**src/rtl/multicycle_control_unit.sv**
```systemverilog
// -----------------------------------------------------------------------------
// multicycle_control_unit
//   FETCH/DECODE/EXEC control FSM for the accumulator CPU. Each instruction
//   takes three cycles. LD and STO stay in EXEC until the data memory reports
//   ready.
//
//   Optional feature macro: CTRL_CALL_STACK_EN
//     When it is defined, CALL (01111) and RET (10000) drive the return-stack
//     strobes and track stack occupancy. When it is not defined, both opcodes
//     are illegal and the stack outputs are tied to 0.
//
// Ports
//   clock_in, reset_in         clock; synchronous active-high reset
//   op_code                    opcode field from the IR, sampled in DECODE
//   status_Z_in, status_N_in   zero / negative flags, evaluated in EXEC
//   mem_ready_in               data memory completes the access this cycle
//   branch_out                 PC loads the operand field
//   sel_A_out, sel_B_out       accumulator source / ALU operand B select
//   alu_op_out                 ALU function
//   *_wr_out                   register / memory write enables
//   *_reset_out                register resets, high while in RST
//   halted_out, illegal_op_out core stopped / sticky fault flag
//   stack_push_out, stack_pop_out, stack_ptr_out  return-stack control
// -----------------------------------------------------------------------------
module multicycle_control_unit #(
  parameter int INSTRUCTION_WIDTH = 16,
  parameter int DATA_WIDTH        = 11,
  parameter int STACK_DEPTH       = 8,
  localparam int OPW = INSTRUCTION_WIDTH - DATA_WIDTH,
  localparam int SPW = $clog2(STACK_DEPTH) + 1
) (
  input  logic           clock_in,
  input  logic           reset_in,
  input  logic [OPW-1:0] op_code,
  input  logic           status_Z_in,
  input  logic           status_N_in,
  input  logic           mem_ready_in,
  output logic           branch_out,
  output logic [1:0]     sel_A_out,
  output logic           sel_B_out,
  output logic [2:0]     alu_op_out,
  output logic           data_memory_wr_out,
  output logic           acc_wr_out,
  output logic           pc_wr_out,
  output logic           status_wr_out,
  output logic           ir_wr_out,
  output logic           acc_reset_out,
  output logic           pc_reset_out,
  output logic           status_reset_out,
  output logic           ir_reset_out,
  output logic           halted_out,
  output logic           illegal_op_out,
  output logic           stack_push_out,
  output logic           stack_pop_out,
  output logic [SPW-1:0] stack_ptr_out
);

  localparam logic [OPW-1:0] OP_HLT  = OPW'(0);
  localparam logic [OPW-1:0] OP_STO  = OPW'(1);
  localparam logic [OPW-1:0] OP_LD   = OPW'(2);
  localparam logic [OPW-1:0] OP_LDI  = OPW'(3);
  localparam logic [OPW-1:0] OP_ADD  = OPW'(4);
  localparam logic [OPW-1:0] OP_ADDI = OPW'(5);
  localparam logic [OPW-1:0] OP_SUB  = OPW'(6);
  localparam logic [OPW-1:0] OP_SUBI = OPW'(7);
  localparam logic [OPW-1:0] OP_BEQ  = OPW'(8);
  localparam logic [OPW-1:0] OP_BNE  = OPW'(9);
  localparam logic [OPW-1:0] OP_BGT  = OPW'(10);
  localparam logic [OPW-1:0] OP_BGE  = OPW'(11);
  localparam logic [OPW-1:0] OP_BLT  = OPW'(12);
  localparam logic [OPW-1:0] OP_BLE  = OPW'(13);
  localparam logic [OPW-1:0] OP_JMP  = OPW'(14);
`ifdef CTRL_CALL_STACK_EN
  localparam logic [OPW-1:0] OP_CALL = OPW'(15);
  localparam logic [OPW-1:0] OP_RET  = OPW'(16);
`endif
  localparam logic [OPW-1:0] OP_AND  = OPW'(17);
  localparam logic [OPW-1:0] OP_OR   = OPW'(18);
  localparam logic [OPW-1:0] OP_XOR  = OPW'(19);

  typedef enum logic [2:0] {
    S_RST,
    S_FETCH,
    S_DECODE,
    S_EXEC,
    S_HALT
  } state_t;

  state_t         r_state;
  state_t         w_next;
  logic           r_rst_hold;   // keeps RST for one extra cycle after release
  logic [OPW-1:0] r_op;
  logic           r_illegal;
  logic           w_op_legal;
  logic           w_stack_fault;
  logic           w_set_illegal;

`ifdef CTRL_CALL_STACK_EN
  logic [SPW-1:0] r_stack_ptr;
  assign stack_ptr_out = r_stack_ptr;
  assign w_stack_fault = ((op_code == OP_CALL) && (r_stack_ptr == SPW'(STACK_DEPTH))) ||
                         ((op_code == OP_RET)  && (r_stack_ptr == '0));
`else
  assign stack_ptr_out = '0;
  assign w_stack_fault = 1'b0;
`endif

  assign illegal_op_out = r_illegal;

  always_comb begin
    w_op_legal = 1'b0;
    case (op_code)
      OP_STO, OP_LD, OP_LDI, OP_ADD, OP_ADDI, OP_SUB, OP_SUBI,
      OP_BEQ, OP_BNE, OP_BGT, OP_BGE, OP_BLT, OP_BLE, OP_JMP,
      OP_AND, OP_OR, OP_XOR: w_op_legal = 1'b1;
`ifdef CTRL_CALL_STACK_EN
      OP_CALL, OP_RET:       w_op_legal = 1'b1;
`endif
      default:               w_op_legal = 1'b0;
    endcase
  end

  always_comb begin
    w_next             = r_state;
    w_set_illegal      = 1'b0;
    branch_out         = 1'b0;
    sel_A_out          = 2'b00;
    sel_B_out          = 1'b0;
    alu_op_out         = 3'b000;
    data_memory_wr_out = 1'b0;
    acc_wr_out         = 1'b0;
    pc_wr_out          = 1'b0;
    status_wr_out      = 1'b0;
    ir_wr_out          = 1'b0;
    acc_reset_out      = 1'b0;
    pc_reset_out       = 1'b0;
    status_reset_out   = 1'b0;
    ir_reset_out       = 1'b0;
    halted_out         = 1'b0;
    stack_push_out     = 1'b0;
    stack_pop_out      = 1'b0;

    case (r_state)
      S_RST: begin
        acc_reset_out    = 1'b1;
        pc_reset_out     = 1'b1;
        status_reset_out = 1'b1;
        ir_reset_out     = 1'b1;
        w_next           = r_rst_hold ? S_RST : S_FETCH;
      end
      S_FETCH: begin
        ir_wr_out = 1'b1;
        w_next    = S_DECODE;
      end
      S_DECODE: begin
        if (op_code == OP_HLT) begin
          w_next = S_HALT;
        end else if (!w_op_legal || w_stack_fault) begin
          w_next        = S_HALT;
          w_set_illegal = 1'b1;
        end else begin
          w_next = S_EXEC;
        end
      end
      S_EXEC: begin
        pc_wr_out = 1'b1;
        w_next    = S_FETCH;
        case (r_op)
          OP_STO: begin
            data_memory_wr_out = 1'b1;
            if (!mem_ready_in) begin
              pc_wr_out = 1'b0;
              w_next    = S_EXEC;
            end
          end
          OP_LD: begin
            acc_wr_out = mem_ready_in;
            if (!mem_ready_in) begin
              pc_wr_out = 1'b0;
              w_next    = S_EXEC;
            end
          end
          OP_LDI: begin
            acc_wr_out = 1'b1;
            sel_A_out  = 2'b01;
          end
          OP_ADD, OP_ADDI, OP_SUB, OP_SUBI: begin
            sel_A_out     = 2'b10;
            sel_B_out     = (r_op == OP_ADDI) || (r_op == OP_SUBI);
            alu_op_out    = ((r_op == OP_SUB) || (r_op == OP_SUBI)) ? 3'b001 : 3'b000;
            acc_wr_out    = 1'b1;
            status_wr_out = 1'b1;
          end
          OP_AND, OP_OR, OP_XOR: begin
            sel_A_out     = 2'b10;
            alu_op_out    = (r_op == OP_AND) ? 3'b010 :
                            (r_op == OP_OR)  ? 3'b011 : 3'b100;
            acc_wr_out    = 1'b1;
            status_wr_out = 1'b1;
          end
          OP_BEQ: branch_out = status_Z_in;
          OP_BNE: branch_out = !status_Z_in;
          OP_BGT: branch_out = !status_Z_in && !status_N_in;
          OP_BGE: branch_out = !status_N_in;
          OP_BLT: branch_out = status_N_in;
          OP_BLE: branch_out = status_Z_in || status_N_in;
          OP_JMP: branch_out = 1'b1;
`ifdef CTRL_CALL_STACK_EN
          OP_CALL: begin
            stack_push_out = 1'b1;
            branch_out     = 1'b1;
          end
          OP_RET: stack_pop_out = 1'b1;
`endif
          default: ;
        endcase
      end
      S_HALT: halted_out = 1'b1;
      default: w_next = S_RST;
    endcase
  end

  always_ff @(posedge clock_in) begin
    if (reset_in) begin
      r_state    <= S_RST;
      r_rst_hold <= 1'b1;
      r_op       <= '0;
      r_illegal  <= 1'b0;
`ifdef CTRL_CALL_STACK_EN
      r_stack_ptr <= '0;
`endif
    end else begin
      r_state <= w_next;
      if (r_state == S_RST) r_rst_hold <= 1'b0;
      if (r_state == S_DECODE) r_op <= op_code;
      if (w_set_illegal) r_illegal <= 1'b1;
`ifdef CTRL_CALL_STACK_EN
      if (r_state == S_EXEC) begin
        if (r_op == OP_CALL)     r_stack_ptr <= r_stack_ptr + SPW'(1);
        else if (r_op == OP_RET) r_stack_ptr <= r_stack_ptr - SPW'(1);
      end
`endif
    end
  end

endmodule

```
**config.mk**
```make
export PLATFORM = sky130hd
export DESIGN_NAME = multicycle_control_unit
export DESIGN_NICKNAME = d
export VERILOG_FILES = /design/src/rtl/multicycle_control_unit.sv
export SDC_FILE = /design/constraint.sdc
export NUM_CORES = 1
export LEC_CHECK = 0
export CAP_MARGIN = 10
export CORE_MARGIN = 1.5
export CORE_UTILIZATION = 43
export CTS_CLUSTER_SIZE = 25
export DETAILED_ROUTE_END_ITERATION = 6
export MAX_ROUTING_LAYER = met4
export PLACE_DENSITY = 0.87
export SKIP_CTS_REPAIR_TIMING = 1
export SLEW_MARGIN = 20
export SYNTH_ARGS = -nofsm -noshare
export SYNTH_HDL_FRONTEND = slang
export SYNTH_SLANG_ARGS = --single-unit
```
**constraint.sdc**
```tcl
create_clock -name clock_in -period 4.1 [get_ports clock_in]
set_input_delay 0.82 -clock clock_in [delete_from_list [all_inputs] [get_ports clock_in]]
set_output_delay 0.82 -clock clock_in [all_outputs]
set_load 0.005 [all_outputs]
```
==> results of run 1 <==
[sequential cells by signal (all words and copies together), names as in the netlist]
name,cells
r_state,3
r_rst_hold,1
r_op,5
illegal_op_out,1
[Yosys cell counts]
cell	n	area share (%)
sky130_fd_sc_hd__dfxtp_1	10	27
sky130_fd_sc_hd__nor2_1	10	5.0
sky130_fd_sc_hd__buf_4	9	9.0
sky130_fd_sc_hd__o21ai_0	6	4.0
sky130_fd_sc_hd__mux2i_1	5	6.7
sky130_fd_sc_hd__nor3b_1	5	5.0
sky130_fd_sc_hd__clkbuf_1	4	2.0
sky130_fd_sc_hd__inv_1	4	2.0
sky130_fd_sc_hd__nor3_1	4	2.7
sky130_fd_sc_hd__a21oi_1	3	2.0
sky130_fd_sc_hd__buf_2	2	1.3
sky130_fd_sc_hd__nand2b_1	2	1.7
sky130_fd_sc_hd__nand3b_1	2	2.0
sky130_fd_sc_hd__o21a_1	2	2.0
sky130_fd_sc_hd__xnor2_1	2	2.3
sky130_fd_sc_hd__a221o_1	1	1.3
sky130_fd_sc_hd__a32o_1	1	1.3
sky130_fd_sc_hd__and2_1	1	0.83
sky130_fd_sc_hd__and3_1	1	0.83
sky130_fd_sc_hd__and3_4	1	1.5
sky130_fd_sc_hd__and4_1	1	1.2
sky130_fd_sc_hd__and4bb_2	1	1.7
sky130_fd_sc_hd__conb_1	1	0.50
sky130_fd_sc_hd__mux2_2	1	1.5
sky130_fd_sc_hd__nand2_1	1	0.50
sky130_fd_sc_hd__nand4_1	1	0.83
sky130_fd_sc_hd__nor2b_1	1	0.83
sky130_fd_sc_hd__nor3b_4	1	2.5
sky130_fd_sc_hd__o211a_1	1	1.3
sky130_fd_sc_hd__o221ai_1	1	1.2
sky130_fd_sc_hd__o2bb2ai_1	1	1.2
sky130_fd_sc_hd__o31a_1	1	1.2
sky130_fd_sc_hd__o32ai_2	1	2.2
sky130_fd_sc_hd__or2_2	1	0.83
sky130_fd_sc_hd__or4_1	1	1.0
sky130_fd_sc_hd__or4_4	1	1.5
[metal layers]
metal	track usage, %	vias to the layer above	wire length, um
met5	-	-	0
met4	7.06	0	24
met3	3.60	2	67
met2	31.3	25	842
met1	18.8	303	691
li1	-	352	-
[tightest hold or removal path: cells and delay by family (launching register included)]
family	cells	cell delay, ns
flip-flops	1	0.32
buffers and inverters	1	0.06
AO/OA/AOI/OAI	1	0.05
[cells by family (layout without fill, tap and decap cells)]
logic type	after synthesis	count (layout)	share of synthesized area (%)
other	1	6	0.500
flip-flops	10	10	26.7
buffers and inverters	19	35	14.3
AO/OA/AOI/OAI	18	18	17.7
XOR/XNOR	2	2	2.33
multiplexers	6	6	8.17
AND/OR/NAND/NOR	35	35	30.3
[where the power goes]
part           switching (uW)  internal (uW)  leakage [uW]
clock network            34.9           53.9     0.0000210
logic                    34.1           55.1      0.000256
registers                17.6            106     0.0000815
[metrics by stage]
stage,hold WS [ns],instance area (um^2),cells
floorplan,0.445,769,96
global placement,0.463,967,124
detailed placement,0.462,967,124
CTS,0.472,1000,128
global route,0.486,1000,128
finish,0.473,1000,128
[placed cells by master (no fill, tap or decap), types with 2 or more instances in the layout]
cell type | Yosys | final
sky130_fd_sc_hd__nor3b_1 | 5 | 5
sky130_fd_sc_hd__conb_1 | 1 | 6
sky130_fd_sc_hd__mux2i_1 | 5 | 5
sky130_fd_sc_hd__nand3b_1 | 2 | 2
sky130_fd_sc_hd__inv_1 | 4 | 4
sky130_fd_sc_hd__xnor2_1 | 2 | 2
sky130_fd_sc_hd__clkbuf_4 | 0 | 3
sky130_fd_sc_hd__nor2_1 | 10 | 10
sky130_fd_sc_hd__nor3_1 | 4 | 4
sky130_fd_sc_hd__o21ai_0 | 6 | 6
sky130_fd_sc_hd__clkdlybuf4s50_1 | 0 | 27
sky130_fd_sc_hd__o21a_1 | 2 | 2
sky130_fd_sc_hd__nand2b_1 | 2 | 2
sky130_fd_sc_hd__a21oi_1 | 3 | 3
sky130_fd_sc_hd__dfxtp_1 | 10 | 10
[layout make-up]
type | count | area share (%)
multi-input cells | 67 | 46.0
repair buffers | 27 | 26.9
flip-flops and latches | 10 | 20.0
clock buffers | 4 | 3.62
well taps | 16 | 2.00
inverters | 4 | 1.50
[worst min-delay path by stage]
stage	slack (ns)	from	end
3_3_place_gp	0.46	illegal_op_out$_SDFFE_PP0P_	illegal_op_out$_SDFFE_PP0P_
4_1_cts	0.47	illegal_op_out$_SDFFE_PP0P_	illegal_op_out$_SDFFE_PP0P_
3_5_place_dp	0.46	illegal_op_out$_SDFFE_PP0P_	illegal_op_out$_SDFFE_PP0P_
2_1_floorplan	0.44	r_rst_hold$_SDFFE_PP1P_	r_rst_hold$_SDFFE_PP1P_
5_1_grt	0.49	illegal_op_out$_SDFFE_PP0P_	illegal_op_out$_SDFFE_PP0P_
6_report	0.47	illegal_op_out$_SDFFE_PP0P_	illegal_op_out$_SDFFE_PP0P_
==> results.ini, run 1 <==
[yosys]
synth_seq_cells = 10
syn_inst = 91
yosys_warnings = 0
synth.cell_area_um2 = 751
synth_seq_area_share_pct = 26.7
synth_cell_type_count = 36
average_cell_area_after_synthesis_um2 = 8.25

[cts]
h-tree-depth = 1
clock_latency_ns = 0.27
cts-root-to-sink-buffers = 2
tritoncts_num_sinks = 10
clock_tree.root_cell = sky130_fd_sc_hd__clkbuf_4
cts_inserted_buffers = 3
cts_tree = built
cts.reportedPaths.clkPinSlew_ns = 0.07

[sta]
fin_crit_sh_pct = 77.7
rsz0062_at_grt = false
finalSetupViolCount = 0
final.setup_skew_ns = 0.00486
layout_setup_ws_ns = 0.915
tns_ns = 0
fin_crit_ns = 3.18
hold_viol = 0
maximum_operating_frequency_mhz = 314
slew_viol_final = 0

[worst_setup_path]
cp_data_arrival_time_ns = 2.36
critPathMostFrequentCell = sky130_fd_sc_hd__clkdlybuf4s50_1
critPathRequiredTime_ns = 3.28
worstSetupPathDepth = 5
crit_path_end_kind = primary output
worstRegToRegCells = 3
worst-path-buf-inv = 2
endpoint = branch_out
timing.critical_path.cells = clkdlybuf4s50_1, nor3b_1, a221o_1, o211a_1, clkdlybuf4s50_1
slowest_stage = sky130_fd_sc_hd__clkdlybuf4s50_1
r2r-start = r_op[2]$_SDFFE_PP0P_
r2r_end = r_state[1]$_SDFFE_PP0N_
worst_setup_path_start_kind = input pin
worstPathMaxFanout = 2
critical-path-top-delay-family = buffers and inverters
path_class = input pin to primary output
max_stage_delay_ns = 0.49
setup.worst_path.start = status_Z_in
setup.reg_to_reg.worst_slack_ns = 2.67

[power_and_ir_drop]
p_leak_uw = 0.000359
power_uw = 302
vdd_drop_max_uv = 253
cellPowerDensity_mw_per_mm2 = 301

[finish]
postLayoutCoreUtil_pct = 63.7
area.growth.synth_to_final_pct = 33.7
final_nets = 123
number_of_antenna_cells_inserted = 0
multi_input_gate_area_um2 = 462
fillers = 137
ff_latch_area_um2 = 200
drive_gt1_share_pct = 9.82

[floorplan]
floorplan.die_area_mm2 = 0.00201
fp.coreArea_mm2 = 0.00158
floorplan.die.height_um = 44.8
initial_core_util_pct = 47.6
io_pins = 34
fp.dieW_um = 44.8
rows = 14

[min_path]
worstHoldPathType = flip-flop to flip-flop
hold-path-cell-count = 2

[route]
avgRoutedWirePerCell_um = 12.7
drt_drc_violations_left = 0
drt_iter0_markers = 4
num_vias = 682
viasPerCell = 5.33
route.final.wire_length_um = 1630
antenna_left = 0
drt_pre_antenna_iters = 4

[global_route]
grt_pass1_vias = 608
grt_antenna_before_repair = 0
grt_first_pass_wirelength_um = 2480
track_usage_pct = 17.5
grt_start_max_net_pins = 13
grt.overflow.total = 0

[place]
placer_congestion_estimate = 0.749
io_buffers = 27
place_worst_setup_slack_ns = 0.909
detailedPlacementHpwl_um = 1280

[flow_run]
cap_violations = 0

[run_status]
outcome = completed

(Power assumes the default switching activity.)
==> run 2, diff against run 1 <==
- CORE_UTILIZATION: 43 -> 36
- PLACE_DENSITY: 0.87 -> 0.78
- clock period: 4.1 -> 2.8 ns (I/O delays scaled with it)
==> run 2 against run 1 <==
Combinational power increased by 46%. Global-route usage decreased by 3.8 points. Die area increased by 18%. Cell area increased by 1.4%. Wire length decreased by 3.8%. Clock skew about the same. Critical endpoint unchanged. Largest power group unchanged. Worst hold slack got worse by 0.0020 ns. Utilization decreased by 12 points. Sequential share of layout area decreased by 0.27 points. Final cell count increased by 8.6%. Sequential cell count unchanged. Critical path type unchanged. Clock-buffer cell count unchanged.
==> results.ini, run 2 (synthesis results as in run 1) <==
[worst_setup_path]
max_stage_delay_ns = 0.49
slowest_stage = sky130_fd_sc_hd__clkdlybuf4s50_1
crit_path_end_kind = primary output
critPathMostFrequentCell = sky130_fd_sc_hd__clkdlybuf4s50_1
worstPathMaxFanout = 2
worst_setup_path_start_kind = input pin
path_class = input pin to primary output
critical-path-top-delay-family = buffers and inverters
timing.critical_path.cells = clkdlybuf4s50_1, mux2_2, o21ai_0, o211a_1, clkdlybuf4s50_1
critPathRequiredTime_ns = 2.24
cp_data_arrival_time_ns = 2.07
worst-path-buf-inv = 2

[power_and_ir_drop]
netSwitchingPower_uw = 123
swShare_pct = 28.1
power_share_of_the_clock_group_pct = 29.2
vdd_drop_max_uv = 235
p_leak_uw = 0.000359
cellPowerDensity_mw_per_mm2 = 430
p_int_uw = 315
seqPwrFrac_pct = 41.1
share_comb_of_total_power_pct = 29.7
power_uw = 438

[floorplan]
fp.dieW_um = 48.7
fp.coreArea_mm2 = 0.00196
initial_core_util_pct = 38.3
io_pins = 34
rows = 16
floorplan.die.height_um = 48.7
floorplan.die_area_mm2 = 0.00237

[cts]
h-tree-depth = 1
cts_inserted_buffers = 3
cts_tree = built
tritoncts_num_sinks = 10
clock_tree.root_cell = sky130_fd_sc_hd__clkbuf_4
cts.reportedPaths.clkPinSlew_ns = 0.07
cts-root-to-sink-buffers = 2
clock_latency_ns = 0.27

[finish]
final_nets = 123
drive_gt1_share_pct = 9.82
largest_reg_flops = 5
highest_count_cells_in_the_layout_ignoring_fill_and_taps = 27 x sky130_fd_sc_hd__clkdlybuf4s50_1, 10 x sky130_fd_sc_hd__nor2_1, 10 x sky130_fd_sc_hd__dfxtp_1
area.growth.synth_to_final_pct = 35.5
layout_commonest_cell = sky130_fd_sc_hd__clkdlybuf4s50_1
postLayoutCoreUtil_pct = 51.8
number_of_antenna_cells_inserted = 0
total_non_filler_cell_area_in_the_finished_layout_mm2 = 0.00102
reg_top3 = r_op: 5 flops, r_state: 3 flops
fillers = 201
max_flop_register = r_op

[route]
num_vias = 707
drt_iter0_markers = 10
antenna_left = 0
viasPerCell = 5.09
route.final.wire_length_um = 1560
avgRoutedWirePerCell_um = 11.3
drt_pre_antenna_iters = 4
drt_drc_violations_left = 0

[sta]
fin_crit_ns = 2.63
fin_crit_sh_pct = 94.0
tns_ns = 0
maximum_operating_frequency_mhz = 380
hold_viol = 0
final.setup_skew_ns = 0.00513
finalSetupViolCount = 0
rsz0062_at_grt = false
slew_viol_final = 0

[flow_run]
cap_violations = 0

[global_route]
grt_first_pass_wirelength_um = 2500
grt_pass1_vias = 573
grt.overflow.total = 0
grt_start_max_net_pins = 13
track_usage_pct = 13.7
grt_antenna_before_repair = 0

[place]
postPlaceCellArea_um2 = 981
placer_congestion_estimate = 0.759
detailedPlacementHpwl_um = 1230
io_buffers = 27

[min_path]
worstHoldPathType = flip-flop to flip-flop

[run_status]
outcome = completed

[run 2: worst reg2reg max path, cell delays in order, from the launching register on]
cell	delay, ns
sky130_fd_sc_hd__dfxtp_1	0.43
sky130_fd_sc_hd__or4_1	0.59
sky130_fd_sc_hd__o21ai_0	0.17
sky130_fd_sc_hd__a32o_1	0.17
[run 2: metrics by stage]
step / setup WS, ns / std cells / hold slack (ns)
3_5_place_dp: 0.174 / 135 / 0.458
5_1_grt: 0.0461 / 139 / 0.488
4_1_cts: 0.169 / 139 / 0.473
2_1_floorplan: 0.988 / 96 / 0.445
3_3_place_gp: 0.203 / 135 / 0.459
6_report: 0.167 / 139 / 0.471
[run 2: cell type report]
class                      instances  area, um^2  share of cell area [%]
tap                               27        33.8                    3.32
timing repair buffer              27         270                    26.6
sequential                        10         200                    19.7
multi-input combinational         67         462                    45.4
clock buffer                       4        36.3                    3.57
inverter                           4        15.0                    1.48
[run 2: path summary, 6_finish.rpt]
check	start	end	slack, ns	cells past startpoint
max	status_N_in	branch_out	0.17	5
min	r_rst_hold$_SDFFE_PP1P_	r_rst_hold$_SDFFE_PP1P_	0.47	2
max reg2reg	r_op[2]$_SDFFE_PP0P_	r_state[1]$_SDFFE_PP0N_	1.40	3
min reg2reg	r_rst_hold$_SDFFE_PP1P_	r_rst_hold$_SDFFE_PP1P_	0.47	2
[run 2: power by group through the flow]
stage          sequential, uW  combinational [uW]  clock (uW)
3_5_place_dp              183                 131           0
6_report                  180                 130         128
4_1_cts                   179                 132         132
2_1_floorplan             165                 106           0
5_1_grt                   183                 142         138
3_3_place_gp              182                 127           0
[run 2: routing by layer]
metal,vias to the layer above,GRT usage (%),routed length (um)
li1,357,-,-
met1,323,16.8,710
met2,23,21.2,769
met3,4,2.78,60
met4,0,7.14,23
met5,-,-,0
